--- src/rtl/if_id_pkg.sv ---
// Shared types and constants for the IF/ID pipeline register.
// Holds the fetch-group layout, the default NOP encoding and the occupancy states.
package if_id_pkg;

  localparam int LANES_MAX   = 4;
  localparam int INSTR_BYTES = 4;
  localparam int PC_W_MAX    = 64;

  localparam logic [31:0] NOP_INSTR_DEFAULT = 32'h0000_0013;

  // Widest fetch group; narrower configurations use the low lanes only.
  typedef struct packed {
    logic [PC_W_MAX-1:0]                       pc;
    logic [LANES_MAX-1:0]                      lane_valid;
    logic [LANES_MAX-1:0][INSTR_BYTES*8-1:0]   instr;
  } fetch_group_t;

  typedef enum logic [1:0] {
    EMPTY = 2'd0,
    ONE   = 2'd1,
    FULL  = 2'd2
  } pipe_state_e;

  function automatic int group_bytes(input int lanes, input int instr_w);
    return lanes * (instr_w / 8);
  endfunction

endpackage

--- src/rtl/if_id_skid_slot.sv ---
// One valid+payload storage slot with load and clear; clear wins over load.
// On clear the payload takes clr_d so the owner decides what a cleared slot shows.
module if_id_skid_slot #(
  parameter int           W       = 8,
  parameter logic [W-1:0] RST_VAL = {W{1'b0}}
) (
  input  logic         clk,
  input  logic         rst,
  input  logic         load,
  input  logic         clr,
  input  logic [W-1:0] d,
  input  logic [W-1:0] clr_d,
  output logic         valid,
  output logic [W-1:0] q
);

  logic         valid_r;
  logic [W-1:0] q_r;

  // Slot storage: async reset, then clear, then load, else hold.
  always_ff @(posedge clk or negedge rst) begin
    if (!rst) begin
      valid_r <= 1'b0;
      q_r     <= RST_VAL;
    end else if (clr) begin
      valid_r <= 1'b0;
      q_r     <= clr_d;
    end else if (load) begin
      valid_r <= 1'b1;
      q_r     <= d;
    end else begin
      valid_r <= valid_r;
      q_r     <= q_r;
    end
  end

  assign valid = valid_r;
  assign q     = q_r;

endmodule

--- src/rtl/if_id_pipe_reg.sv ---
// IF/ID pipeline register with valid/ready handshake, optional 2-entry skid,
// multi-lane fetch groups, kill with NOP insertion and a saturating bubble counter.
import if_id_pkg::*;

module if_id_pipe_reg #(
  parameter int                 INSTR_W   = 32,
  parameter int                 PC_W      = 64,
  parameter int                 LANES     = 1,
  parameter bit                 SKID_EN   = 1'b1,
  parameter logic [INSTR_W-1:0] NOP_INSTR = INSTR_W'(NOP_INSTR_DEFAULT),
  parameter int                 CNT_W     = 16
) (
  input  logic                     clk,
  input  logic                     rst,
  input  logic                     in_valid,
  output logic                     in_ready,
  input  logic [LANES*INSTR_W-1:0] instruction_in,
  input  logic [LANES-1:0]         lane_valid_in,
  input  logic [PC_W-1:0]          pc,
  input  logic                     PCSrcD_Control,
  input  logic                     flush,
  output logic                     out_valid,
  input  logic                     out_ready,
  output logic [LANES*INSTR_W-1:0] instruction_out,
  output logic [LANES-1:0]         lane_valid_out,
  output logic [PC_W-1:0]          out_pc,
  output logic [PC_W-1:0]          out_pc_next,
  output logic [CNT_W-1:0]         perf_bubbles
);

  localparam int                     GRP_W       = PC_W + LANES + LANES * INSTR_W;
  localparam logic [LANES*INSTR_W-1:0] NOP_GROUP = {LANES{NOP_INSTR}};
  localparam logic [GRP_W-1:0]       RST_PAYLOAD = {{PC_W{1'b0}}, {LANES{1'b0}}, NOP_GROUP};
  localparam logic [PC_W-1:0]        PC_STEP     = PC_W'(group_bytes(LANES, INSTR_W));

  pipe_state_e              state_r, state_next_s;
  logic                     kill_s, accept_s;
  logic                     main_load_s, main_clr_s, main_from_skid_s;
  logic                     skid_load_s, skid_clr_s;
  logic                     main_valid_s, skid_valid_s;
  logic [GRP_W-1:0]         main_q_s, skid_q_s, main_d_s, main_clr_d_s, in_grp_s;
  logic [LANES*INSTR_W-1:0] in_instr_s;
  logic [CNT_W-1:0]         bubbles_r;

  assign kill_s   = flush | PCSrcD_Control;
  assign accept_s = in_valid & in_ready;

  // Lanes marked invalid are stored as NOP so decode never sees stale bits.
  always_comb begin
    in_instr_s = NOP_GROUP;
    for (int i = 0; i < LANES; i++) begin
      in_instr_s[i*INSTR_W +: INSTR_W] = lane_valid_in[i] ? instruction_in[i*INSTR_W +: INSTR_W]
                                                          : NOP_INSTR;
    end
  end

  assign in_grp_s     = {pc, lane_valid_in, in_instr_s};
  assign main_d_s     = main_from_skid_s ? skid_q_s : in_grp_s;
  // A cleared main slot shows NOP with no lanes valid but keeps the last PC.
  assign main_clr_d_s = {main_q_s[GRP_W-1 -: PC_W], {LANES{1'b0}}, NOP_GROUP};

  // Occupancy state register.
  always_ff @(posedge clk or negedge rst) begin
    if (!rst) begin
      state_r <= EMPTY;
    end else begin
      state_r <= state_next_s;
    end
  end

  // Next-state and slot control; kill overrides every other transition.
  always_comb begin
    state_next_s     = state_r;
    main_load_s      = 1'b0;
    main_clr_s       = 1'b0;
    main_from_skid_s = 1'b0;
    skid_load_s      = 1'b0;
    skid_clr_s       = 1'b0;
    if (kill_s) begin
      state_next_s = EMPTY;
      main_clr_s   = 1'b1;
      skid_clr_s   = 1'b1;
    end else begin
      case (state_r)
        EMPTY: begin
          if (accept_s) begin
            main_load_s  = 1'b1;
            state_next_s = ONE;
          end else begin
            state_next_s = EMPTY;
          end
        end
        ONE: begin
          if (accept_s && out_ready) begin
            main_load_s  = 1'b1;
            state_next_s = ONE;
          end else if (accept_s && SKID_EN) begin
            skid_load_s  = 1'b1;
            state_next_s = FULL;
          end else if (out_ready) begin
            main_clr_s   = 1'b1;
            state_next_s = EMPTY;
          end else begin
            state_next_s = ONE;
          end
        end
        FULL: begin
          if (out_ready) begin
            main_load_s      = 1'b1;
            main_from_skid_s = 1'b1;
            skid_clr_s       = 1'b1;
            state_next_s     = ONE;
          end else begin
            state_next_s = FULL;
          end
        end
        default: begin
          main_clr_s   = 1'b1;
          skid_clr_s   = 1'b1;
          state_next_s = EMPTY;
        end
      endcase
    end
  end

  if_id_skid_slot #(.W(GRP_W), .RST_VAL(RST_PAYLOAD)) u_main (
    .clk   (clk),
    .rst   (rst),
    .load  (main_load_s),
    .clr   (main_clr_s),
    .d     (main_d_s),
    .clr_d (main_clr_d_s),
    .valid (main_valid_s),
    .q     (main_q_s)
  );

  if (SKID_EN) begin : g_skid
    if_id_skid_slot #(.W(GRP_W), .RST_VAL(RST_PAYLOAD)) u_skid (
      .clk   (clk),
      .rst   (rst),
      .load  (skid_load_s),
      .clr   (skid_clr_s),
      .d     (in_grp_s),
      .clr_d (RST_PAYLOAD),
      .valid (skid_valid_s),
      .q     (skid_q_s)
    );
    assign in_ready = ~skid_valid_s;
  end else begin : g_no_skid
    assign skid_valid_s = 1'b0;
    assign skid_q_s     = RST_PAYLOAD;
    assign in_ready     = ~main_valid_s | out_ready;
  end

  // Bubble counter: counts cycles with nothing presented, sticks at all-ones.
  always_ff @(posedge clk or negedge rst) begin
    if (!rst) begin
      bubbles_r <= {CNT_W{1'b0}};
    end else if (!main_valid_s && (bubbles_r != {CNT_W{1'b1}})) begin
      bubbles_r <= bubbles_r + {{(CNT_W-1){1'b0}}, 1'b1};
    end else begin
      bubbles_r <= bubbles_r;
    end
  end

  assign out_valid       = main_valid_s;
  assign instruction_out = main_q_s[LANES*INSTR_W-1:0];
  assign lane_valid_out  = main_q_s[LANES*INSTR_W +: LANES];
  assign out_pc          = main_q_s[GRP_W-1 -: PC_W];
  assign out_pc_next     = out_pc + PC_STEP;
  assign perf_bubbles    = bubbles_r;

endmodule

--- config.mk ---
export PLATFORM = sky130hd
export DESIGN_NAME = if_id_pipe_reg
export DESIGN_NICKNAME = d
export VERILOG_FILES = /design/src/rtl/if_id_pkg.sv /design/src/rtl/if_id_skid_slot.sv /design/src/rtl/if_id_pipe_reg.sv
export SDC_FILE = /design/constraint.sdc
export NUM_CORES = 1
export LEC_CHECK = 0
export ABC_AREA = 1
export BUFFER_PORTS_ARGS = -buffer_cell sky130_fd_sc_hd__buf_4
export CORE_MARGIN = 8
export CORE_UTILIZATION = 40
export DETAILED_ROUTE_END_ITERATION = 8
export PLACE_DENSITY = 0.75
export REMOVE_ABC_BUFFERS = 1
export SLEW_MARGIN = 20
export SYNTH_ARGS = -nofsm -noshare
export SYNTH_HDL_FRONTEND = slang
export SYNTH_SLANG_ARGS = --single-unit
--- constraint.sdc ---
create_clock -name clk -period 1.7 [get_ports clk]
set_input_delay 0.255 -clock clk [delete_from_list [all_inputs] [get_ports clk]]
set_output_delay 0.255 -clock clk [all_outputs]
set_load 0.01 [all_outputs]
Word level (Yosys, flattened, before mapping)
Index checks and enable logic that the tools add are counted.
{"block": "word_totals", "ff_bits": 214, "in_bits": 103, "output_inout_bits": 179, "word_cells": 58}
{"block": "classes", "addsub": 2, "n_eq_ne": 3, "n_mux": 33, "n_bitwise": 4, "reduce_logical": 9}
{"operator": "$mux W97", "n": 3}
{"operator": "$mux W33", "n": 2}
{"operator": "$add A64 B3 Y64 const B", "n": 1}
{"operator": "$mux W32", "n": 1}
{"operator": "$mux W1", "n": 19}
{"operator": "$add A16 B1 Y16 const B", "n": 1}
{"operator": "$ne A16 B16 Y1 const B", "n": 1}
{"operator": "$mux W2", "n": 4}
{"operator": "$pmux W2 S3", "n": 1}
{"operator": "$pmux W1 S2", "n": 2}
{"operator": "$reduce_bool A2 Y1", "n": 2}
{"operator": "$reduce_or A2 Y1", "n": 2}
{"operator": "$pmux W1 S3", "n": 1}
{"operator": "$eq A2 B1 Y1 const B", "n": 1}
{"operator": "$eq A2 B2 Y1 const B", "n": 1}
{"operator": "$logic_and A1 B1 Y1", "n": 2}
{"operator": "$logic_not A2 Y1", "n": 1}
{"operator": "$not A1 Y1", "n": 2}
{"operator": "$reduce_and A2 Y1", "n": 1}
{"operator": "$and A1 B1 Y1", "n": 1}
{"operator": "$logic_not A1 Y1", "n": 1}
{"operator": "$or A1 B1 Y1", "n": 1}

Logic depth before layout (Yosys ltp)
{"block": "depth", "word_depth": 8, "depth_mapped": 11, "mapped_depth_nobuf": 10}

Hierarchy
A second synthesis with hierarchy kept.
{"block": "unflattened", "cells_unflattened": 1860, "area_unflattened_um2": 13609.3}
{"module": "if_id_skid_slot", "instances": 2, "cells_each": 532, "area_each_um2": 4416.7, "seq_area_each_um2": 2456.1}
{"module": "if_id_pipe_reg", "instances": 1, "cells_each": 796, "area_each_um2": 4775.8, "seq_area_each_um2": 450.4}

Least setup slack after synthesis
Ideal clock, no wire load.
{"block": "synth_timing", "path_type": "flip-flop to output port", "start": "register u_main.q_r[35], in the netlist u_main.q[35]", "end": "output port out_pc_next[32]", "t_arrival_ps": 1682, "required_ps": 1445, "slack_ps": -237, "path_stages_with_launch": 8, "path_buffers": 0, "path_cell_list": "dfrtp_1 -> ha_1 -> nand3_1 -> nor2_1 -> inv_1 -> nor2_1 -> nand2_1 -> xor2_1"}
{"block": "synth_via", "elab_chain_len": 1}
{"element": "from (decl)", "line": "if_id_skid_slot.sv:18", "rtl": "logic [W-1:0] q_r;"}
{"element": "from (signal assigned)", "line": "if_id_skid_slot.sv:27", "rtl": "q_r <= clr_d;"}
{"element": "from (signal assigned)", "line": "if_id_skid_slot.sv:33", "rtl": "q_r <= q_r;"}
{"element": "$add A64 B3 Y64", "line": "if_id_pipe_reg.sv:170", "rtl": "assign out_pc_next = out_pc + PC_STEP;"}
{"element": "to (decl)", "line": "if_id_pipe_reg.sv:27", "rtl": "output logic [PC_W-1:0] out_pc_next,"}
No other way between the ends.

Worst setup path after layout
{"block": "layout_timing", "start": "register u_main.q_r[43], in the netlist u_main.q[43]", "end": "output port out_pc_next[22]"}
Same word-level chain as after synthesis.

==> metrics.txt <==
skew final=17.83 ps; Synth warnings=0; main combinational cell family by area after synthesis=simple AND/OR/NAND/NOR gates; failing checks=setup timing; post-synthesis register bit count=214; Hold Startpoint=instruction_in[2]; most frequent cells in the layout=nand2_1 (739), buf_4 (404), dfrtp_1 (198); Worst EP arrival=2160 ps; Seq/Total Area, Yosys=46.21%; Rows=62; Critical Path Max Stage Delay=450 ps; Max Cap Violations=0; # setup viols final=60; worst-path fanout max=3; Synth area leaders=dfrtp_1 (45%), nand2_1 (27%), o21ai_0 (5.9%); Yosys cell types=29; final layout net count=2307; worst relative slew slack=68.03%; fin crit share=141.8%; clock root cell=clkbuf_16; Die Span Y=186.3 µm; drt pass-1 iters=6; Compound-Gate Fraction of Synth Area=7.492%; DRT antenna net count=0; simple-gate portion of the synthesized area=36.82%; grt ovf=0; mux cell area share after synthesis=0%; die footprint=34720 µm²; Leak=9.566 nW; final total power=18.50 mW; DRT iter0 DRCs=1123; setup_tns=-35910 ps; number of antenna violations at the first check in global routing=3; Crit. End Element=output pin; post-synthesis cell area=11610 µm²; Final WS setup=-710.3 ps; actual transition at the worst max-transition pin=479.5 ps; CTS tree=done; cell mode on critical path=buf_6; clk slew on worst S/H paths=60 ps; WL final=49.91 mm; DRC Markers=0; Worst Setup SP=u_main.q[43]; outcome=finished, violations left; most common cell after layout, fill and taps aside=nand2_1; H-tree depth=1; CTS buffer count=26; adder-cell share of the synthesized area=0.3234%; Die Wd=186.3 µm; vias in the first global route=12912; min Tclk post-route=2410 ps; WS Path Type=flop to output pin; vias=13386; Fmax=414.9 MHz; post-synthesis cell count=1676; share of cells above drive strength 1=36.80%; Layout area overhead=63.31%; Crit-path slowest cell=dfrtp_1; I/O pin count=282; DR vias/cell=5.133; worst vdd ir=0.0007832 V; Initial Utilization=40.55%; XOR/XNOR Fraction of Synth Area=3.019%; largest net degree at the start of global routing=83; Worst Hold Class=input pin to flop; CTS Sinks=214; FF-to-FF Start=state_r[0]; GRT Overall Usage=24.90%; Critical Path RT=1440 ps; WL/cell=19.14 µm; Hold Violations, Final=0; RSZ-0062 raised after global routing=yes; fill cell count=2285; Layout Utilization=66.22%; CP Launch Type=flop; core area=28630 µm²; first-pass GRT wire length=70.77 mm; power density over the cells=975.8 nW/µm²; Yosys top cell area share=44.85%; IO buf count=281; gpl congestion=0.9507; Post-DP HPWL=32.56 mm; worst-path cell chain=nand2_2, nor2_4, buf_6, nand2_4, nor2_4, nand2_2, buf_6, xor2_4, buf_6; Mean Syn Cell Area=6.925 µm²; CTS Buffer Depth=3; area leader, netlist=dfrtp_1; Slew Limit Fails=0; Worst-Skew Late Latency=540 ps; Hold WS=6.253 ps
## kinds of logic (layout without fill, tap and decap cells)
logic type                 Yosys count  count (layout)
other                                0               4
adders and majority gates            3               3
AOI/OAI and AO/OA                  171             171
buffers and inverters              160             704
DFF                                214             214
xor gates and xnor gates            40              40
and+or+nand+nor                   1088            1088
## where the power goes
part	internal (mW)	switching [mW]
Combinational	3.01	3.32
Sequential	5.60	0.671
Clock	3.62	2.28
## synthesized netlist by cell type
master / n
a21oi_1: 6
a21oi_2: 1
a31oi_1: 2
buf_1: 1
buf_2: 27
buf_4: 11
buf_6: 5
clkbuf_1: 25
dfrtp_1: 208
dfstp_2: 6
ha_1: 3
inv_1: 83
inv_2: 8
nand2_1: 843
nand2_2: 3
nand2_4: 1
nand3_1: 56
nand3_2: 2
nand4_1: 18
nor2_1: 153
nor2_2: 8
nor2_4: 1
nor2_8: 1
nor3_1: 2
o21ai_0: 137
o21ai_1: 23
o21ai_2: 2
xnor2_1: 7
xor2_1: 33
## registers in the layout, summed over array words and instances, names as in the netlist
name / count
g_skid.u_skid.q: 97
u_main.q: 97
perf_bubbles: 16
state_r: 2
g_skid.u_skid.valid: 1
u_main.valid: 1
## per-layer routing
layer | share of wire (%) | vias to the layer above | wire, µm | track usage, %
met3 | 7.9 | 127 | 3943 | 4.735
met2 | 48 | 687 | 23910 | 40.08
met5 | 0 | - | 0 | 0
met1 | 39 | 6311 | 19710 | 32.24
li1 | - | 6261 | - | -
met4 | 4.7 | 0 | 2341 | 10.93
## worst paths after layout
check	endpoint	slack, ps	cells after the start
setup / recovery	out_pc_next[22]	-710	9
hold / removal	g_skid.u_skid.q[2]	6	3
setup reg to reg	u_main.q[59]	10	9
hold reg to reg	g_skid.u_skid.q[38]	470	2
max in group asynchronous	state_r[0]	940	3
min in group asynchronous	g_skid.u_skid.q[81]	280	3
## area by class of cell
cell class              count  area [µm²]  area share, %
multi-input cells        1302        6728          35.49
flip-flops and latches    214        5375          28.36
repair buffers            566        5107          26.95
clock buffers              38       735.7          3.881
well taps                 384       480.5          2.535
inverters                  91       351.6          1.855
clock inverters             9       166.4         0.8779
diodes                      4       10.01        0.05281
## what timing repair did
action / CTS / global route
endpoints found under the hold margin: 283 / 0
gates cloned: 0 / 15
buffers inserted: 9 / 33
gates resized for setup: 142 / 284
pin swaps: 47 / 104
hold buffers: 76 / 0
setup endpoints to repair: 61 / 267
## per-stage QoR
step / cell area [µm²] / setup WS (ps) / cells
final: 18950 / -710.3 / 2608
after global routing: 18950 / -755.3 / 2607
after CTS: 17420 / -643.5 / 2558
after detailed placement: 15190 / -358.3 / 2427
after global placement: 15190 / -366.9 / 2427
after floorplan: 11230 / -1267 / 1607
## worst max-delay path: cells and delay by family, from the launching register on
family        cells  cell delay, ps
simple gates      5             610
buf+inv           3             400
xor+xnor          1             160
flops             1             450
(Power assumes the default switching activity.)
